**config.mk**
```make
export PLATFORM = sky130hd
export DESIGN_NAME = doorlock_entry_ctrl
export DESIGN_NICKNAME = d
export VERILOG_FILES = /design/src/rtl/doorlock_pkg.sv /design/src/rtl/doorlock_timer.sv /design/src/rtl/doorlock_entry_ctrl.sv
export SDC_FILE = /design/constraint.sdc
export NUM_CORES = 1
export LEC_CHECK = 0
export CORE_UTILIZATION = 45
export CTS_CLUSTER_DIAMETER = 200
export DETAILED_ROUTE_END_ITERATION = 8
export PLACE_DENSITY = 0.75
export SYNTH_ARGS = -nofsm -noshare
export SYNTH_HDL_FRONTEND = slang
export SYNTH_HIERARCHICAL = 1
export SYNTH_SLANG_ARGS = --single-unit
```
**constraint.sdc**
```tcl
create_clock -name clk -period 6.1 [get_ports clk]
set_input_delay 1.83 -clock clk [delete_from_list [all_inputs] [get_ports clk]]
set_output_delay 1.83 -clock clk [all_outputs]
set_load 0.02 [all_outputs]
```
**src/rtl/doorlock_pkg.sv**
```systemverilog
// Shared key codes, controller states and entry geometry for the keypad door lock.
package doorlock_pkg;

  localparam int unsigned PW_DIGITS = 4;

  localparam logic [3:0] KEY_ENTER = 4'hA;
  localparam logic [3:0] KEY_CLEAR = 4'hB;
  localparam logic [3:0] KEY_CHPW  = 4'hC;

  typedef enum logic [2:0] {
    ST_ENTRY,
    ST_CHECK,
    ST_OPEN,
    ST_SET,
    ST_LOCKOUT
  } state_t;

  function automatic logic is_digit(input logic [3:0] code);
    return code <= 4'd9;
  endfunction

endpackage

```
**src/rtl/doorlock_timer.sv**
```systemverilog
// Loadable down-counter with zero flag; shared by the unlock and lockout intervals.
module doorlock_timer #(
  parameter int unsigned WIDTH = 4
) (
  input  logic             i_clk,
  input  logic             i_rst,
  input  logic             i_load,
  input  logic [WIDTH-1:0] i_load_val,
  output logic             o_zero
);

  logic [WIDTH-1:0] r_cnt;

  always_ff @(posedge i_clk) begin
    if (i_rst) begin
      r_cnt <= '0;
    end else if (i_load) begin
      r_cnt <= i_load_val;
    end else if (r_cnt != '0) begin
      r_cnt <= r_cnt - 1'b1;
    end
  end

  assign o_zero = (r_cnt == '0);

endmodule

```
**src/rtl/doorlock_entry_ctrl.sv**
```systemverilog
// Keypad entry sequencer: drives the external 4-digit shift register, checks the
// code, and manages unlock, password change and lockout after repeated failures.
module doorlock_entry_ctrl
  import doorlock_pkg::*;
#(
  parameter logic [15:0] DEFAULT_PW    = 16'h1234,
  parameter int unsigned UNLOCK_CYCLES = 50_000_000,
  parameter int unsigned LOCK_CYCLES   = 250_000_000,
  parameter int unsigned MAX_FAIL      = 3
) (
  input  logic                           clk,
  input  logic                           rst,
  input  logic                           key_valid,
  input  logic [3:0]                     key_code,
  input  logic [15:0]                    entry_word,
  output logic                           sreg_ce,
  output logic [3:0]                     sreg_din,
  output logic                           sreg_clr,
  output logic [2:0]                     digit_cnt,
  output logic                           unlock,
  output logic                           err,
  output logic                           alarm,
  output logic [$clog2(MAX_FAIL+1)-1:0]  fail_cnt
);

  localparam int unsigned MAX_CYC = (UNLOCK_CYCLES > LOCK_CYCLES) ? UNLOCK_CYCLES : LOCK_CYCLES;
  localparam int unsigned TW      = (MAX_CYC > 2) ? $clog2(MAX_CYC) : 1;
  localparam int unsigned FW      = $clog2(MAX_FAIL + 1);

  localparam logic [TW-1:0] UNLOCK_LOAD = TW'(UNLOCK_CYCLES - 1);
  localparam logic [TW-1:0] LOCK_LOAD   = TW'(LOCK_CYCLES - 1);
  localparam logic [FW-1:0] FAIL_LIMIT  = FW'(MAX_FAIL);
  localparam logic [2:0]    FULL        = 3'(PW_DIGITS);

  state_t        r_state, w_state_nxt;
  logic [2:0]    r_digit_cnt, w_digit_nxt;
  logic [FW-1:0] r_fail_cnt, w_fail_nxt, w_fail_inc;
  logic [15:0]   r_pw, w_pw_nxt;
  logic          r_err, w_err_nxt;
  logic          w_ce, w_clr, w_fail;
  logic          w_tmr_load, w_tmr_zero;
  logic [TW-1:0] w_tmr_val;

  doorlock_timer #(.WIDTH(TW)) u_timer (
    .i_clk      (clk),
    .i_rst      (rst),
    .i_load     (w_tmr_load),
    .i_load_val (w_tmr_val),
    .o_zero     (w_tmr_zero)
  );

  always_ff @(posedge clk) begin
    if (rst) begin
      r_state     <= ST_ENTRY;
      r_digit_cnt <= '0;
      r_fail_cnt  <= '0;
      r_pw        <= DEFAULT_PW;
      r_err       <= 1'b0;
    end else begin
      r_state     <= w_state_nxt;
      r_digit_cnt <= w_digit_nxt;
      r_fail_cnt  <= w_fail_nxt;
      r_pw        <= w_pw_nxt;
      r_err       <= w_err_nxt;
    end
  end

  always_comb begin
    w_state_nxt = r_state;
    w_digit_nxt = r_digit_cnt;
    w_fail_nxt  = r_fail_cnt;
    w_pw_nxt    = r_pw;
    w_err_nxt   = 1'b0;
    w_ce        = 1'b0;
    w_clr       = 1'b0;
    w_fail      = 1'b0;
    w_tmr_load  = 1'b0;
    w_tmr_val   = UNLOCK_LOAD;
    w_fail_inc  = r_fail_cnt + 1'b1;

    case (r_state)
      ST_ENTRY, ST_SET: begin
        if (key_valid) begin
          if (is_digit(key_code)) begin
            if (r_digit_cnt < FULL) begin
              w_ce        = 1'b1;
              w_digit_nxt = r_digit_cnt + 3'd1;
            end
          end else if (key_code == KEY_CLEAR) begin
            w_clr       = 1'b1;
            w_digit_nxt = '0;
          end else if (key_code == KEY_ENTER) begin
            if (r_state == ST_SET) begin
              w_clr       = 1'b1;
              w_digit_nxt = '0;
              w_state_nxt = ST_ENTRY;
              if (r_digit_cnt == FULL) w_pw_nxt = entry_word;
            end else if (r_digit_cnt == FULL) begin
              w_state_nxt = ST_CHECK;
            end else begin
              w_clr       = 1'b1;
              w_digit_nxt = '0;
              w_fail      = 1'b1;
            end
          end
        end
      end
      ST_CHECK: begin
        w_clr       = 1'b1;
        w_digit_nxt = '0;
        if (entry_word == r_pw) begin
          w_state_nxt = ST_OPEN;
          w_fail_nxt  = '0;
          w_tmr_load  = 1'b1;
          w_tmr_val   = UNLOCK_LOAD;
        end else begin
          w_fail = 1'b1;
        end
      end
      ST_OPEN: begin
        // Expiry has priority over a Change-password key in the same cycle.
        if (w_tmr_zero) begin
          w_state_nxt = ST_ENTRY;
        end else if (key_valid && key_code == KEY_CHPW) begin
          w_state_nxt = ST_SET;
          w_clr       = 1'b1;
        end
      end
      ST_LOCKOUT: begin
        if (w_tmr_zero) begin
          w_state_nxt = ST_ENTRY;
          w_fail_nxt  = '0;
        end
      end
      default: w_state_nxt = ST_ENTRY;
    endcase

    // Short codes and mismatches share one failure path.
    if (w_fail) begin
      w_err_nxt  = 1'b1;
      w_fail_nxt = w_fail_inc;
      if (w_fail_inc == FAIL_LIMIT) begin
        w_state_nxt = ST_LOCKOUT;
        w_tmr_load  = 1'b1;
        w_tmr_val   = LOCK_LOAD;
      end else begin
        w_state_nxt = ST_ENTRY;
      end
    end
  end

  assign sreg_ce   = ~rst & w_ce;
  assign sreg_clr  = rst | w_clr;
  assign sreg_din  = key_code;
  assign digit_cnt = r_digit_cnt;
  assign fail_cnt  = r_fail_cnt;
  assign err       = r_err;
  assign unlock    = (r_state == ST_OPEN);
  assign alarm     = (r_state == ST_LOCKOUT);

endmodule

```
# Word level (Yosys, flattened, before mapping)
# Index checks and enable logic that the tools add are counted.
# totals
input_bits	23
register_bits	53
word_cells	104
output_inout_bits	14
# classes
add_sub_neg	3
n_bitwise	5
eq_ne	22
n_lt_le_gt_ge	2
muxes	54
reduce_logical	12
# op_table
cell	count
2-to-1 mux 28 bit	4
2-to-1 mux 3 bit	19
logical NOT 28 bit	1
nonzero test 28 bit	1
subtractor 28 x 1 -> 28 bit, second input constant	1
2-to-1 mux 1 bit	23
!= test 3 bit, second input constant	6
== test 16 bit	1
== test 4 bit, second input constant	3
case mux 3 bit (4 select lines)	1
!= test 4 bit, second input constant	2
AND reduction 8 bit	1
AND reduction 7 bit	1
== test 3 x 2 -> 1 bit, second input constant	2
== test 3 bit, second input constant	2
2-to-1 mux 2 bit	3
case mux 3 bit (2 select lines)	1
!= test 5 bit, second input constant	1
AND reduction 5 bit	1
<= comparator 4 bit, second input constant	1
!= test 4 x 1 -> 1 bit, second input constant	1
case mux 2 bit (2 select lines)	1
nonzero test 2 bit	2
adder 3 x 1 -> 3 bit, second input constant	1
16 further kinds	18

# Longest topological paths before layout
# logic_depth
depth_word	10
mapped_depth	10
depth_no_buf	9

# By module
# The synthesis kept the hierarchy.
# modules_own_cells
mod	area_per_inst_um2	instances	cells_per_inst	seq_area_each_um2
doorlock_timer	1652.8	1	194	560.5
doorlock_entry_ctrl	1520.2	1	166	500.5

# Worst setup path before layout
# No wires, ideal clock.
# synth_path
kind	input port to output port
from	in key_code[1]
to	out sreg_ce
cell_stages	3
arrival_time_ns	3.088
setup_slack_ns	1.182
required_ns	4.270
n_path_buf	0
cell_sequence	o21ai_1 and2_1 nor4b_1
# synth_via
elab_chain_len	5
# synth_rtl
item	line	text
from (decl)	doorlock_entry_ctrl.sv:14	input logic [3:0] key_code,
<= comparator 4 bit	doorlock_pkg.sv:19	return code <= 4'd9;
2-to-1 mux 1 bit	doorlock_entry_ctrl.sv:84	if (is_digit(key_code)) begin
2-to-1 mux 1 bit	doorlock_entry_ctrl.sv:83	if (key_valid) begin
2-to-1 mux 1 bit	doorlock_entry_ctrl.sv:81	case (r_state)
bitwise AND 1 bit	doorlock_entry_ctrl.sv:152	assign sreg_ce = ~rst & w_ce;
to (decl)	doorlock_entry_ctrl.sv:16	output logic sreg_ce,
# No other way between the ends.

# Final worst setup path
# layout_path
from	in key_code[2]
to	out sreg_ce
# Same word-level chain as after synthesis.

==> Flow_metrics.wiki <==
{| class="wikitable"
! Metric !! Value
|-
| Final setup skew || roughly 0.010 ns
|-
| Placed Instances || about 500
|-
| Pin count of the biggest net entering global routing || 41
|-
| Final slew viol count || 0
|-
| Buffers inserted during post-CTS setup optimization || 0
|-
| Category of the most critical setup path || in -> out
|-
| Main flop type after synthesis || sky130_fd_sc_hd__dfxtp_1
|-
| Final instance count without filler cells || 503
|-
| Slew at the pin closest to its max-slew limit || 1.08 ns
|-
| CP startpoint kind || primary input
|-
| Final number of setup-violating endpoints || 0
|-
| Number of global-route vias before repair || around 2600
|-
| Combinational fraction of design power || between 40% and 50%
|-
| Sum of internal, switching and leakage power || 0.00113 W
|-
| Max Fclk || 176 MHz
|-
| Biggest area contributors in the synthesized netlist || sky130_fd_sc_hd__dfxtp_1 (33%), sky130_fd_sc_hd__xnor2_1 (9.4%), sky130_fd_sc_hd__nor2_1 (3.7%)
|-
| Gate count of the mapped netlist || 360
|-
| Worst r2r path cells || 10
|-
| Critical path required time || 4.27 ns
|-
| CTS clk-pin slew, worst paths || 0.10 ns
|-
| Most frequent cell after synthesis || sky130_fd_sc_hd__dfxtp_1
|-
| Count of instances resized after the clock tree is built || 0
|-
| Class of the worst hold path || reg -> reg
|-
| Wire length of the first global-routing pass || 11400 um
|-
| First-pass iteration count of the detailed router || 4
|-
| Floorplan die width || 86.0 um
|-
| Start point of the worst min-delay path || digit_cnt[0]$_SDFFE_PP0P_
|-
| Worst Path Arrival || 3.86 ns
|-
| Final count of hold timing violations || 0
|-
| Headroom to the max-slew limit || 28.2%
|-
| Final clock period utilization by the worst path || 93.3%
|-
| Post-synth EDFFs || 0
|-
| Worst flop-to-flop path startpoint || r_pw[4]$_SDFFE_PP1P_
|-
| Drc violations || 0
|-
| Clock sink total || 53
|-
| Mapped cell area || 0.00317 mm2
|-
| Number of routed nets with antenna violations || 0
|-
| Total Neg Setup Slack || 0 ns
|-
| Count of warnings emitted by yosys || 6
|-
| Net total in the final layout || 434
|-
| Die Ht || approximately 86 um
|-
| Internal || around 0.0007 W
|-
| Initial core utilization || 46.7%
|-
| Final routed wirelength across all metal layers || 6470 um
|-
| Shortest period the worst path allows || 5.69 ns
|-
| Number of H-tree levels || 2
|-
| Worst R2R End || u_timer/r_cnt[27]$_SDFFE_PP0P_
|-
| Overall Global Routing Usage || 18.8%
|-
| Worst Path Max Fanout || 4
|-
| Area inside the core boundary || about 0.0068 mm2
|-
| Share of cells above drive strength 1 || 10.3%
|-
| Setup repair after global routing missed its margin || no
|-
| Worst setup EP type || primary output
|-
| Violation count after the first detailed-route iteration || 164
|-
| Insertion delay to the later sink of the worst-skew pair || approximately 0.31 ns
|-
| Area share of the largest cell type after synthesis || 33.4%
|-
| DPL Wire Length || 4580 um
|-
| FFs w/ async S/R, synth || 0%
|-
| Maximum VDD drop || 0.145 mV
|-
| P&R area growth vs syn || 17.0%
|-
| Number of port buffers || 36
|-
| Switching share of total power || 38.6%
|-
| Switching component of the power || 0.000438 W
|-
| I/O pin total || 37
|-
| Placement row count || 30
|-
| Post-Syn Area per Cell || 8.81 um2
|-
| Flip-flop and latch count after synthesis || 53
|-
| Worst-case clock buffer depth || 2
|-
| Leakage power of the design || 1.29 nW
|-
| Placed cell area || 0.00363 mm2
|-
| Total of max-cap violations || 0
|-
| Antenna violations before repair || 0
|-
| Outcome || completed
|-
| Detailed-route wire length per cell || about 13 um
|-
| Filler cell count || 643
|-
| Synth top cells by count || sky130_fd_sc_hd__dfxtp_1 (53), sky130_fd_sc_hd__xnor2_1 (34), sky130_fd_sc_hd__nor2_1 (31)
|-
| Internal reg-to-reg setup slack || 3.40 ns
|-
| Hold buffer count at cts || 0
|-
| Library cell with the largest summed area after synthesis || sky130_fd_sc_hd__dfxtp_1
|-
| Gp weighted congestion || 0.812
|-
| Clock Power Share || 17.5%
|-
| Power per cell area || 305 mW/mm2
|-
| Number of clock buffers inserted by TritonCTS || 5
|-
| Endpoint, Worst Hold || digit_cnt[0]$_SDFFE_PP0P_
|-
| Avg Vias per Cell || 5.21
|-
| CTS tree || yes
|-
| Netlist cell types || 69
|-
| Sequential cell area in the final layout || 0.00106 mm2
|-
| Clock root cell || sky130_fd_sc_hd__clkbuf_8
|-
| Count of cells along the worst hold path || 2
|-
| Area enclosed by the die boundary || roughly 0.0074 mm2
|-
| Share of the yosys chip area belonging to registers || 33.4%
|-
| Total congestion overflow || 0
|-
| Post-layout instance area || 0.00371 mm2
|-
| Routed via count || 2620
|-
| Sequential group share of total power || 38.8%
|-
| Ant. Diodes || 0
|-
| Footprint of the multi-input gates || 0.00200 mm2
|}
-- metal layers --
metal	vias to the layer above	share of wire (%)	GRT usage, %
met5	-	0	0
met4	0	1.1	5.00
met3	6	2.9	3.18
met2	39	50	32.8
met1	1216	46	24.0
li1	1359	-	-
-- logic make-up after synthesis --
| group | count (synthesis) | synth area share, % |
|---|---|---|
| AND/OR/NAND/NOR | 152 | 28.2 |
| AO/OA/AOI/OAI | 68 | 17.1 |
| flip-flops | 53 | 33.4 |
| XOR/XNOR | 34 | 9.38 |
| buffers and inverters | 34 | 5.80 |
| multiplexers | 12 | 3.94 |
| adder cells (fa/ha/maj) | 5 | 1.97 |
| other | 2 | 0.237 |
-- cell usage in the layout (no fill, tap or decap), types with 3 or more instances in the layout --
master / count
sky130_fd_sc_hd__dfxtp_1: 53
sky130_fd_sc_hd__clkdlybuf4s50_1: 36
sky130_fd_sc_hd__xnor2_1: 34
sky130_fd_sc_hd__nor2_1: 31
sky130_fd_sc_hd__nand2_1: 28
sky130_fd_sc_hd__conb_1: 21
sky130_fd_sc_hd__nor3_1: 18
sky130_fd_sc_hd__inv_1: 12
sky130_fd_sc_hd__o21ai_1: 11
sky130_fd_sc_hd__a21oi_1: 11
sky130_fd_sc_hd__mux2i_1: 11
sky130_fd_sc_hd__or3_1: 10
sky130_fd_sc_hd__nand3_1: 9
sky130_fd_sc_hd__nand4_1: 9
sky130_fd_sc_hd__nor2b_1: 8
sky130_fd_sc_hd__o21ai_0: 8
sky130_fd_sc_hd__nor4_2: 5
sky130_fd_sc_hd__nor4_1: 5
sky130_fd_sc_hd__a211o_1: 5
sky130_fd_sc_hd__ha_1: 5
sky130_fd_sc_hd__clkbuf_8: 5
sky130_fd_sc_hd__buf_4: 5
sky130_fd_sc_hd__a311oi_2: 4
sky130_fd_sc_hd__or4_1: 4
sky130_fd_sc_hd__a31oi_1: 3
sky130_fd_sc_hd__o21a_1: 3
-- registers in the layout, indices dropped and copies added, names as in the netlist --
name,flops
r_pw,16
digit_cnt,3
fail_cnt,2
err,1
u_timer/r_cnt,28
r_state,3
-- critical path, cell delays in order --
cell and delay (ns):
sky130_fd_sc_hd__clkdlybuf4s50_1 0.47, sky130_fd_sc_hd__o21ai_1 0.35, sky130_fd_sc_hd__and2_1 0.26, sky130_fd_sc_hd__nor4b_1 0.29
sky130_fd_sc_hd__clkdlybuf4s50_1 0.67
-- how the worst max path moves through the flow --
| stage | from | endpoint | slack (ns) | cells past startpoint |
|---|---|---|---|---|
| global route | key_code[1] | sreg_ce | 0.31 | 5 |
| floorplan | key_code[1] | sreg_ce | 1.18 | 3 |
| detailed placement | key_code[1] | sreg_ce | 0.41 | 5 |
| CTS | key_code[1] | sreg_ce | 0.42 | 5 |
| global placement | key_code[1] | sreg_ce | 0.42 | 5 |
| finish | key_code[2] | sreg_ce | 0.41 | 5 |
-- power by group through the flow --
stage | Sequential [W] | Clock [W] | Combinational, W
2_1_floorplan | 0.000437 | 0 | 0.000406
3_3_place_gp | 0.000444 | 0 | 0.000480
3_5_place_dp | 0.000445 | 0 | 0.000494
4_1_cts | 0.000439 | 0.000207 | 0.000497
5_1_grt | 0.000447 | 0.000217 | 0.000561
6_report | 0.000440 | 0.000199 | 0.000496
-- metrics by stage --
step	utilization, %	setup slack, ns	hold slack [ns]
floorplan	-	1.18	0.466
global placement	53.4	0.423	0.485
detailed placement	53.4	0.412	0.489
CTS	54.7	0.419	0.510
global route	54.7	0.315	0.537
finish	54.7	0.407	0.505
-- final cells by class --
type	count	share of cell area, %
Sequential cell	53	28.6
Tap cell	96	3.23
Clock inverter	2	0.371
Multi-Input combinational cell	292	53.8
Clock buffer	6	1.95
Inverter	13	1.31
Timing Repair Buffer	41	10.7
(Power assumes the default switching activity.)
